**src/rtl/test_run_controller_watchdog_counter.sv**
```systemverilog
// Clear/enable up-counter that saturates at p_terminal; 'last' flags that the
// next enabled increment lands on p_terminal.
module watchdog_counter #(
    parameter int unsigned p_width    = 32,
    parameter int unsigned p_terminal = 10000
) (
    input  logic               clk,
    input  logic               reset,
    input  logic               clear,
    input  logic               enable,
    output logic [p_width-1:0] count,
    output logic               last
);

    assign last = (count == p_width'(p_terminal - 1));

    always_ff @(posedge clk) begin
        if (reset || clear) begin
            count <= '0;
        end else if (enable && (count != p_width'(p_terminal))) begin
            count <= count + p_width'(1);
        end
    end

endmodule

```
**config.mk**
```make
export PLATFORM = sky130hd
export DESIGN_NAME = watchdog_counter
export DESIGN_NICKNAME = d
export VERILOG_FILES = /design/src/rtl/test_run_controller_watchdog_counter.sv
export SDC_FILE = /design/constraint.sdc
export NUM_CORES = 1
export LEC_CHECK = 0
export BUFFER_PORTS_ARGS = -buffer_cell sky130_fd_sc_hd__buf_2
export CAP_MARGIN = 10
export CORE_MARGIN = 2
export CORE_UTILIZATION = 46
export DETAILED_ROUTE_END_ITERATION = 8
export GPL_TIMING_DRIVEN = 1
export PLACE_DENSITY_LB_ADDON = 0.05
export SLEW_MARGIN = 15
export SYNTH_ARGS = -nofsm -noshare
export SYNTH_HDL_FRONTEND = slang
export SYNTH_SLANG_ARGS = --single-unit
```
**constraint.sdc**
```tcl
create_clock -name clk -period 3.3 [get_ports clk]
set_input_delay 0.99 -clock clk [delete_from_list [all_inputs] [get_ports clk]]
set_output_delay 0.99 -clock clk [all_outputs]
set_load 0.005 [all_outputs]
```
* Yosys cells after proc, flatten, opt, wreduce, memory -nomap -nowiden *
Index checks and enable logic that the tools add are counted.

storage, ports and cells
  register bits after elaboration = 32

operators by class
  add/sub/neg operators = 1
  reduce and logical (&&, ||, !) cells = 2
  eq/ne operators = 2

operator list
  cell                                                                       count
  32-bit by 1-bit adder with 32-bit output, second input constant            1
  32-bit by 14-bit == test with 1-bit output, second input constant          1
  32-bit by 14-bit inequality test with 1-bit output, second input constant  1
  1-bit logical AND                                                          1
  1-bit logical OR                                                           1

* Depth between registers and ports, before layout *
Gate-level depths: netlist of the first run.

  word-level depth = 2
  gate-level depth with buffers = 7

* Worst setup path after synthesis of the first run *
Ideal clock, no wire load.

  path type = in2reg
  start point = input enable
  end point = register count[29]
  setup time = 0.070 ns
  slack = 0.937 ns
  buffers on the path = 1
  data arrival time = 2.292 ns
  cell stages on the path = 5
  cell sequence = nand4_1 -> or4_1 -> clkbuf_1 -> or4_1 -> a21oi_1

between the ends
  longest elaborated chain between the ends = 1

RTL lines
  element               line  source
  from (decl)           10    input logic enable,
  1-bit logical AND     20    end else if (enable && (count != p_width'(p_terminal))) begin
  to (signal assigned)  21    count <= count + p_width'(1);
  to (decl)             11    output logic [p_width-1:0] count,

No other way between the ends.
A chain may end at the register's enable or synchronous reset.

* Final worst setup path of the first run *
  start point = register count[30]
  end point = output last

between the ends
  longest elaborated chain between the ends = 1

RTL lines
  element                                     line  source
  32-bit by 14-bit == test with 1-bit output  15    assign last = (count == p_width'(p_terminal - 1));
  to (decl)                                   12    output logic last

No other way between the ends.

==> results of run 1 <==
[worst max-delay path: stages (launching register included)]
cell	delay (ns)
sky130_fd_sc_hd__dfxtp_1	0.38
sky130_fd_sc_hd__nor4_1	0.36
sky130_fd_sc_hd__nand4_1	0.24
sky130_fd_sc_hd__nor4_1	0.37
sky130_fd_sc_hd__buf_2	0.17
[routing by layer]
metal / GRT usage / vias up
met4: 0.0798 / 0
met1: 0.275 / 806
met5: 0 / -
li1: - / 834
met2: 0.393 / 57
met3: 0.0521 / 11
[Yosys cell counts (2+ instances only)]
cell	n
sky130_fd_sc_hd__xor2_1	3
sky130_fd_sc_hd__ha_1	2
sky130_fd_sc_hd__a21oi_1	15
sky130_fd_sc_hd__inv_1	7
sky130_fd_sc_hd__clkbuf_1	8
sky130_fd_sc_hd__o21ai_0	4
sky130_fd_sc_hd__or3_1	10
sky130_fd_sc_hd__o31ai_1	6
sky130_fd_sc_hd__o41ai_1	2
sky130_fd_sc_hd__o21a_1	2
sky130_fd_sc_hd__nand2_1	22
sky130_fd_sc_hd__nand3_1	8
sky130_fd_sc_hd__o21ai_1	3
sky130_fd_sc_hd__nor3_1	3
sky130_fd_sc_hd__nor4_1	10
sky130_fd_sc_hd__xnor2_1	6
sky130_fd_sc_hd__dfxtp_1	32
sky130_fd_sc_hd__nor2_1	15
sky130_fd_sc_hd__o311ai_1	2
sky130_fd_sc_hd__a31o_2	2
sky130_fd_sc_hd__nand4_1	14
sky130_fd_sc_hd__buf_2	5
sky130_fd_sc_hd__mux2i_1	3
sky130_fd_sc_hd__and4_1	3
sky130_fd_sc_hd__or4_1	9
sky130_fd_sc_hd__and3_1	3
[kinds of logic after synthesis]
group | Yosys count | share of synthesized area
AOI/OAI and AO/OA | 38 | 0.142
xor gates and xnor gates | 9 | 0.0469
adders and majority gates | 2 | 0.0149
buffers and inverters | 21 | 0.0551
DFF | 32 | 0.381
muxes | 3 | 0.0179
and+or+nand+nor | 103 | 0.342
[stage by stage]
step,setup WS [ns],cells,utilization
after floorplan,0.937,208,-
after global placement,0.534,276,0.542
after detailed placement,0.443,276,0.542
after CTS,0.456,284,0.560
after global routing,0.294,284,0.560
final,0.448,284,0.560
[worst paths after layout]
path                                start        end  slack (ns)  cells after the start
worst min-delay path            count[24]  count[24]        0.53                      2
worst max register to register   count[2]  count[29]        0.85                      4
worst max-delay path            count[30]       last        0.45                      4
worst min register to register  count[24]  count[24]        0.53                      2
[power breakdown]
part | switching [mW] | total [mW] | internal (mW)
Combinational | 0.0130 | 0.0186 | 0.00559
Sequential | 0.00131 | 0.388 | 0.387
Clock | 0.140 | 0.241 | 0.101
Total | 0.154 | 0.648 | 0.494
[cell type report]
type	count	share of cell area
multi-input combinational	155	0.495
sequential	32	0.335
timing repair buffer	36	0.0942
tap	46	0.0301
clock buffer	6	0.0268
inverter	7	0.0137
clock inverter	2	0.00523
==> qor.txt, run 1 <==
Cell type with the highest aggregate area in the netlist - sky130_fd_sc_hd__dfxtp_1
Maximum ir drop on the vdd rail - 0.237 mV
Leakage power - 0.699 nW
Slew of the pin with the lowest slew margin - 0.828 ns
Cell area after technology mapping - 1680 um^2
Avg Cell Area, Syn - 8.08 um^2
Leading registers by flop count - count (32)
Height of the die - 64.4 um
Clock tree root driver cell - sky130_fd_sc_hd__clkbuf_4
Required time of the critical path - 2.31 ns
Global-route congestion overflow total - 0
Most common cell after layout, fill and taps aside - sky130_fd_sc_hd__buf_2
Final net count - 243
Setup TNS - 0 ns
Antenna violation net count after detailed routing - 0
Overall die area - 4150 um^2
Hold_ws - 0.527 ns
Final setup violating endpoints - 0
Type of the setup path with the least slack - flop to primary output
Most instantiated flip-flop cell in the synthesis netlist - sky130_fd_sc_hd__dfxtp_1
Final cycle utilization of the critical path - 0.864
Outcome - completed
Share of final-layout standard cells stronger than drive strength 1 - 0.206
Worst-skew pair later-pin latency - 0.34 ns
#FFs+latches synth - 32
Postcts setup bufs - 0
Number of filler instances in the final layout - 343
Cells resized by post-CTS repair - 0
Clock slew at reported path FFs - 0.11 ns
Number of global-route vias before repair - 1569
CTS sink count - 32
Area after detailed placement - 1850 um^2
Cell Pwr Density - 339 nW/um^2
Wirelength per Cell - 15.4 um
Type of the tightest min-delay check - flop to flop
First-pass GRT wire length - 7400 um
Synth async-reset ratio - 0
Portion of the post-synthesis area used by sequential elements - 0.381
Routed WL - 4370 um
Post-route standard cell area excluding fillers - 1910 um^2
Combined global-route utilization of all metal layers - 0.227
CTS tree - yes
DR vias - 1708
Number of flops mapped to enable cells by yosys - 0
Total power - 0.648 mW
I/O Buffers - 36
Register with the highest flop count - count
# rows - 21
RD Place Congestion - 0.852
Die outline width - 64.4 um
Number of library cell types mapped by synthesis - 35
Top library cells by usage in the layout, fill and taps aside - sky130_fd_sc_hd__buf_2, sky130_fd_sc_hd__dfxtp_1, sky130_fd_sc_hd__nand2_1
Length of routed met2 wiring - 2150 um
Arrival time worst endpoint - 1.86 ns
Final clock skew - 0.0112 ns
Synth Warn # - 0
Top cells by area, synth - sky130_fd_sc_hd__dfxtp_1, sky130_fd_sc_hd__nand4_1, sky130_fd_sc_hd__nand2_1, sky130_fd_sc_hd__a21oi_1, sky130_fd_sc_hd__or4_1
Highest achievable clock rate - 351 MHz
Synthesized netlist net count - 214
MaxCap Viol Count - 0
Combined flip-flop and latch cell area - 641 um^2
Met3 wire length - 253 um
Count of final max-slew check failures - 0
Boundary Pins - 37
Syn-to-layout area delta - 13.8%
Crit path time final - 2.85 ns
Pin count of the biggest net entering global routing - 27
Wl on met1 - 1870 um
Multi-input gate area in the final layout - 947 um^2
Headroom to the max-slew limit - 0.446
Hold-fix buffer count after cts - 0
Total half-perimeter wirelength after legalization and detailed placement - 3060 um
RSZ-0062 raised after global routing - no
Hold violation count in the final report - 0
Number of buffers created by CTS - 5
Buffer depth of the longest clock path - 2
Total inserted antenna cells - 0
Initial Util - 0.492
CP Launch Type - flop
CTS HTree Levels - 2
Core Footprint - 3420 um^2
Post-synthesis instance total - 208
Flip-flop count of the largest register after layout - 32
DRC errors left - 0
Initial antenna violation count - 0
Iteration-0 DRC count of the detailed router - 112
Share of the synthesized area in the top cell type - 0.381
Element type at the critical path end - primary output
CP Max Fanout - 5
Highest Signal Layer - met4
Vias per cell - 6.01
Drt first pass iters - 4
(Power assumes the default switching activity.)
==> run 2, diff against run 1 <==
- BUFFER_PORTS_ARGS: -buffer_cell sky130_fd_sc_hd__buf_2 -> -buffer_cell sky130_fd_sc_hd__buf_4
==> run 2 against run 1 <==
Net effect:
- design area grew 4.6%
- hold slack better by 0.010 ns
- clock-buffer cell count rose by 2
- clock power fell by 2%
- cell count is the same
- critical endpoint unchanged
- largest power group unchanged
==> qor.txt, run 2 (synthesis results as in run 1) <==
Vias per cell - 6.14
Maximum cell stage delay along the critical path - 0.38 ns
Final net count - 243
CTS sink count - 32
Number of filler instances in the final layout - 336
Outcome - completed
Initial Util - 0.492
Area after detailed placement - 1940 um^2
Headroom to the max-slew limit - 0.477
Syn-to-layout area delta - 19.1%
Flip-flop count of the largest register after layout - 32
Register with the highest flop count - count
Boundary Pins - 37
Wirelength per Cell - 15.1 um
Total half-perimeter wirelength after legalization and detailed placement - 3020 um
Combined global-route utilization of all metal layers - 0.223
Initial antenna violation count - 0
Iteration-0 DRC count of the detailed router - 92
Setup TNS - 0 ns
Overall die area - 4150 um^2
Global-route congestion overflow total - 0
Drt first pass iters - 4
Share of final-layout standard cells stronger than drive strength 1 - 0.197
Maximum ir drop on the vdd rail - 0.196 mV
Final cell count without fillers - 284
Hold violation count in the final report - 0
DR vias - 1743
Most common cell after layout, fill and taps aside - sky130_fd_sc_hd__buf_4
Pin count of the biggest net entering global routing - 27
Clock tree root driver cell - sky130_fd_sc_hd__clkbuf_4
End point of the worst hold path - count[24]
RD Place Congestion - 0.853
Hold depth - 2
First-pass GRT wire length - 7190 um
Buffers & Inverters on Critical Path - 1
Cell repeated most along the worst path - sky130_fd_sc_hd__nor4_1
Origin of the worst min-delay path - count[24]
Type of the tightest min-delay check - flop to flop
Required time of the critical path - 2.31 ns
Register-to-register setup slack - 0.86 ns
Element type at the critical path end - primary output
Switching part of the total - 0.225
CP Max Fanout - 5
Buffer depth of the longest clock path - 2
Cell Pwr Density - 322 nW/um^2
Total inserted antenna cells - 0
# rows - 21
Die outline width - 64.4 um
Switching power - 0.145 mW
CTS tree - yes
Number of buffers created by CTS - 5
Worst-skew pair later-pin latency - 0.33 ns
Library cell contributing the largest single delay on the critical path - sky130_fd_sc_hd__dfxtp_1
RR Startpoint - count[2]
Routed WL - 4290 um
Cell-internal power - 0.499 mW
Post-route standard cell area excluding fillers - 2000 um^2
MaxCap Viol Count - 0
Final clock skew - 0.00852 ns
Count of final max-slew check failures - 0
Fraction of power consumed by the clock network - 0.366
Type of the setup path with the least slack - flop to primary output
Worst r2r dst - count[29]
I/O Buffers - 36
Number of global-route vias before repair - 1581
Core Footprint - 3420 um^2
Cell family with the largest share of critical-path delay - simple AND/OR/NAND/NOR gates
Final cycle utilization of the critical path - 0.851
Postcts setup bufs - 0
Top library cells by usage in the layout, fill and taps aside - sky130_fd_sc_hd__buf_4, sky130_fd_sc_hd__dfxtp_1, sky130_fd_sc_hd__nand2_1
Antenna violation net count after detailed routing - 0
Leakage power - 0.692 nW
Slew of the pin with the lowest slew margin - 0.781 ns
Cell Chain, Critical Path - nor4_1, nand4_1, nor4_1, buf_4
Final setup violating endpoints - 0
Hold-fix buffer count after cts - 0
DRC errors left - 0
Number of instances in the placed design - 276
Height of the die - 64.4 um
Cells resized by post-CTS repair - 0
Crit path time final - 2.81 ns
Share of power burned in registers - 0.603
Leading registers by flop count - count (32)
Clock slew at reported path FFs - 0.09 ns
Highest achievable clock rate - 356 MHz
RSZ-0062 raised after global routing - no
CP Launch Type - flop
CTS HTree Levels - 2
Worst Reg2Reg Path Length in Cells - 4
Logic gate share of total power - 0.031
Arrival time worst endpoint - 1.82 ns
## run 2: worst max path at each step
stage	end	slack [ns]	depth (start not counted)	start
after floorplan	count[29]	0.94	5	enable
after global placement	count[25]	0.57	5	enable
after detailed placement	count[25]	0.49	5	enable
after CTS	last	0.51	4	count[30]
after global routing	last	0.30	4	count[30]
final	last	0.49	4	count[30]
## run 2: layout make-up
class / instances / area [um^2] / share of cell area
timing repair buffer: 36 / 270 / 0.135
clock buffer: 8 / 58.8 / 0.0294
multi-input combinational: 155 / 947 / 0.473
inverter: 7 / 26.3 / 0.0131
tap: 46 / 57.6 / 0.0288
sequential: 32 / 641 / 0.320
## run 2: power groups by stage
stage | clock, mW | sequential, mW | combinational [mW]
3_5_place_dp | 0 | 0.397 | 0.0205
2_1_floorplan | 0 | 0.397 | 0.0115
3_3_place_gp | 0 | 0.397 | 0.0194
5_1_grt | 0.261 | 0.388 | 0.0223
6_report | 0.236 | 0.388 | 0.0200
4_1_cts | 0.243 | 0.388 | 0.0204
## run 2: worst reg2reg max path, cell delays in order (launching register included)
cell and delay [ns]:
sky130_fd_sc_hd__dfxtp_1 0.49, sky130_fd_sc_hd__nand4_2 0.31, sky130_fd_sc_hd__or4_1 0.83, sky130_fd_sc_hd__or4_1 0.58, sky130_fd_sc_hd__a21oi_1 0.16
## run 2: routing by layer
layer / track usage / wire length (um) / up-vias
li1: - / - / 841
met1: 0.249 / 1820 / 833
met2: 0.389 / 2140 / 60
met3: 0.0625 / 232 / 9
met4: 0.106 / 101 / 0
met5: 0 / 0 / -
## run 2: stage by stage
step           power (mW)   util  setup WS [ns]  hold WS, ns
2_1_floorplan       0.408      -          0.937        0.489
3_3_place_gp        0.416  0.568          0.566        0.508
3_5_place_dp        0.417  0.568          0.491        0.519
4_1_cts             0.651  0.586          0.512        0.532
5_1_grt             0.671  0.586          0.303        0.571
6_report            0.644  0.586          0.493        0.537
==> run 3, diff against run 2 <==
- ABC_AREA: not set -> 1
==> run 3 against run 2 <==
Net effect:
- design area increased by 26%
- sequential power about the same
- flip-flop and latch count unchanged
- largest power group unchanged
- critical endpoint unchanged
==> qor.txt, run 3 <==
DR vias - 2241
Register-to-register setup slack - 1.54 ns
Clock slew at reported path FFs - 0.07 ns
Startpoint of the most critical setup path - count[1]
Buffer depth of the longest clock path - 2
Switching part of the total - 0.239
Highest Signal Layer - met4
Core Footprint - 4410 um^2
Boundary Pins - 37
Avg Cell Area, Syn - 6.06 um^2
Vias per cell - 5.06
Iteration-0 DRC count of the detailed router - 182
Top-count cell post-synth - sky130_fd_sc_hd__nand2_1
First-pass GRT wire length - 9470 um
Arrival time worst endpoint - 1.60 ns
Final cycle utilization of the critical path - 0.785
Worst r2r dst - count[23]
Origin of the worst min-delay path - count[21]
RSZ-0062 raised after global routing - no
MaxCap Viol Count - 0
Cell area after technology mapping - 2150 um^2
Worst Reg2Reg Path Length in Cells - 11
Type of the setup path with the least slack - flop to primary output
Setup TNS - 0 ns
Hold violation count in the final report - 0
Wl on met1 - 2710 um
Slew of the pin with the lowest slew margin - 0.648 ns
Height of the die - 72.3 um
Area after detailed placement - 2430 um^2
Cells resized by post-CTS repair - 0
Share of power burned in registers - 0.522
Number of library cell types mapped by synthesis - 29
Antenna violation net count after detailed routing - 0
Count of final max-slew check failures - 0
Headroom to the max-slew limit - 0.567
Cell-internal power - 0.567 mW
Total inserted antenna cells - 0
Number of filler instances in the final layout - 471
Post-route worst setup slack - 0.709 ns
Type of the tightest min-delay check - flop to flop
Share of the synthesized area in the top cell type - 0.299
Logic gate share of total power - 0.039
Clock tree root driver cell - sky130_fd_sc_hd__clkbuf_8
Wirelength per Cell - 12.5 um
Synth Warn # - 0
Fraction of power consumed by the clock network - 0.438
RD Place Congestion - 0.865
Required time of the critical path - 2.31 ns
CP Launch Type - flop
End point of the worst hold path - count[21]
Final setup violating endpoints - 0
Most numerous cell types in the synthesized netlist - sky130_fd_sc_hd__nand2_1, sky130_fd_sc_hd__nor2_1, sky130_fd_sc_hd__inv_1
Synth async-reset ratio - 0
Postcts setup bufs - 0
Final net count - 396
I/O Buffers - 36
CTS sink count - 32
Flip-flop count of the largest register after layout - 32
Synthesized netlist net count - 360
Cell Pwr Density - 295 nW/um^2
Initial Util - 0.486
Most common cell after layout, fill and taps aside - sky130_fd_sc_hd__nand2_1
Share of final-layout standard cells stronger than drive strength 1 - 0.176
# rows - 24
CTS tree - yes
RR Startpoint - count[0]
CTS HTree Levels - 2
Element type at the critical path end - primary output
Hold-fix buffer count after cts - 0
Most instantiated flip-flop cell in the synthesis netlist - sky130_fd_sc_hd__dfxtp_1
Maximum ir drop on the vdd rail - 0.153 mV
Final clock skew - 0.00576 ns
Drt first pass iters - 6
Outcome - completed
Pre-CTS WS - 0.928 ns
Routed WL - 5520 um
Highest achievable clock rate - 386 MHz
Leading registers by flop count - count (32)
Initial antenna violation count - 0
Worst-skew pair later-pin latency - 0.30 ns
Total half-perimeter wirelength after legalization and detailed placement - 4200 um
Met3 wire length - 244 um
Syn-to-layout area delta - 17.7%
Number of global-route vias before repair - 2049
Final design utilization - 0.572
Portion of the post-synthesis area used by sequential elements - 0.299
Number of flops mapped to enable cells by yosys - 0
Length of routed met2 wiring - 2470 um
#FFs+latches synth - 32
Multi-input gate area in the final layout - 1300 um^2
Register with the highest flop count - count
Hold depth - 2
Switching power - 0.178 mW
Global-route congestion overflow total - 0
Die outline width - 72.3 um
Top library cells by usage in the layout, fill and taps aside - sky130_fd_sc_hd__nand2_1, sky130_fd_sc_hd__nor2_1, sky130_fd_sc_hd__inv_1
Pin count of the biggest net entering global routing - 15
CP Max Fanout - 6
Combined global-route utilization of all metal layers - 0.232
Post-synthesis instance total - 354
Crit path time final - 2.59 ns
Number of buffers created by CTS - 5
DRC errors left - 0
Post-route standard cell area excluding fillers - 2520 um^2
Cell type with the highest aggregate area in the netlist - sky130_fd_sc_hd__dfxtp_1
Leakage power - 0.996 nW
Top cells by area, synth - sky130_fd_sc_hd__dfxtp_1, sky130_fd_sc_hd__nand2_1, sky130_fd_sc_hd__nor2_1, sky130_fd_sc_hd__inv_1, sky130_fd_sc_hd__nand3_1
Overall die area - 5230 um^2
Combined flip-flop and latch cell area - 641 um^2
-- run 3: cells by family after synthesis --
logic type,share of synthesized area
simple gates,0.510
buf+inv,0.0968
flops,0.299
compound gates,0.0624
xor+xnor,0.0204
fa+ha+maj,0.0117
-- run 3: stage by stage --
step / cells / power, mW / hold WS, ns
2_1_floorplan: 354 / 0.416 / 0.492
3_3_place_gp: 435 / 0.427 / 0.504
3_5_place_dp: 435 / 0.427 / 0.508
4_1_cts: 443 / 0.752 / 0.521
5_1_grt: 443 / 0.771 / 0.554
6_report: 443 / 0.744 / 0.523
-- run 3: worst max-delay path, cell delays in order, from the launching register on --
cell and delay, ns:
sky130_fd_sc_hd__dfxtp_1 0.41, sky130_fd_sc_hd__ha_1 0.23, sky130_fd_sc_hd__nand2_1 0.08, sky130_fd_sc_hd__nor2_2 0.18, sky130_fd_sc_hd__nand3_1 0.10, sky130_fd_sc_hd__nor3_1 0.17
sky130_fd_sc_hd__buf_4 0.13
-- run 3: worst max path at each step --
stage                     depth (start not counted)        end  slack (ns)
after floorplan                                   5       last        1.18
after global placement                            4   count[3]        0.99
after detailed placement                          4  count[30]        0.93
after CTS                                         6       last        0.69
after global routing                              6       last        0.55
final                                             6       last        0.71
-- run 3: routing by layer --
layer / up-vias / track usage
li1: 1186 / -
met1: 994 / 0.318
met2: 51 / 0.368
met3: 10 / 0.0292
met4: 0 / 0.0964
met5: - / 0
-- run 3: power by group through the flow --
stage / clock, mW / sequential (mW) / combinational [mW]
global placement: 0 / 0.397 / 0.0295
finish: 0.326 / 0.389 / 0.0293
global route: 0.349 / 0.389 / 0.0330
detailed placement: 0 / 0.397 / 0.0298
CTS: 0.333 / 0.389 / 0.0299
floorplan: 0 / 0.397 / 0.0185
-- run 3: cell type report --
| class | instances | share of cell area |
|---|---|---|
| multi-input cells | 273 | 0.514 |
| repair buffers | 37 | 0.110 |
| inverters | 41 | 0.0610 |
| well taps | 52 | 0.0258 |
| flip-flops and latches | 32 | 0.254 |
| clock buffers | 8 | 0.0357 |
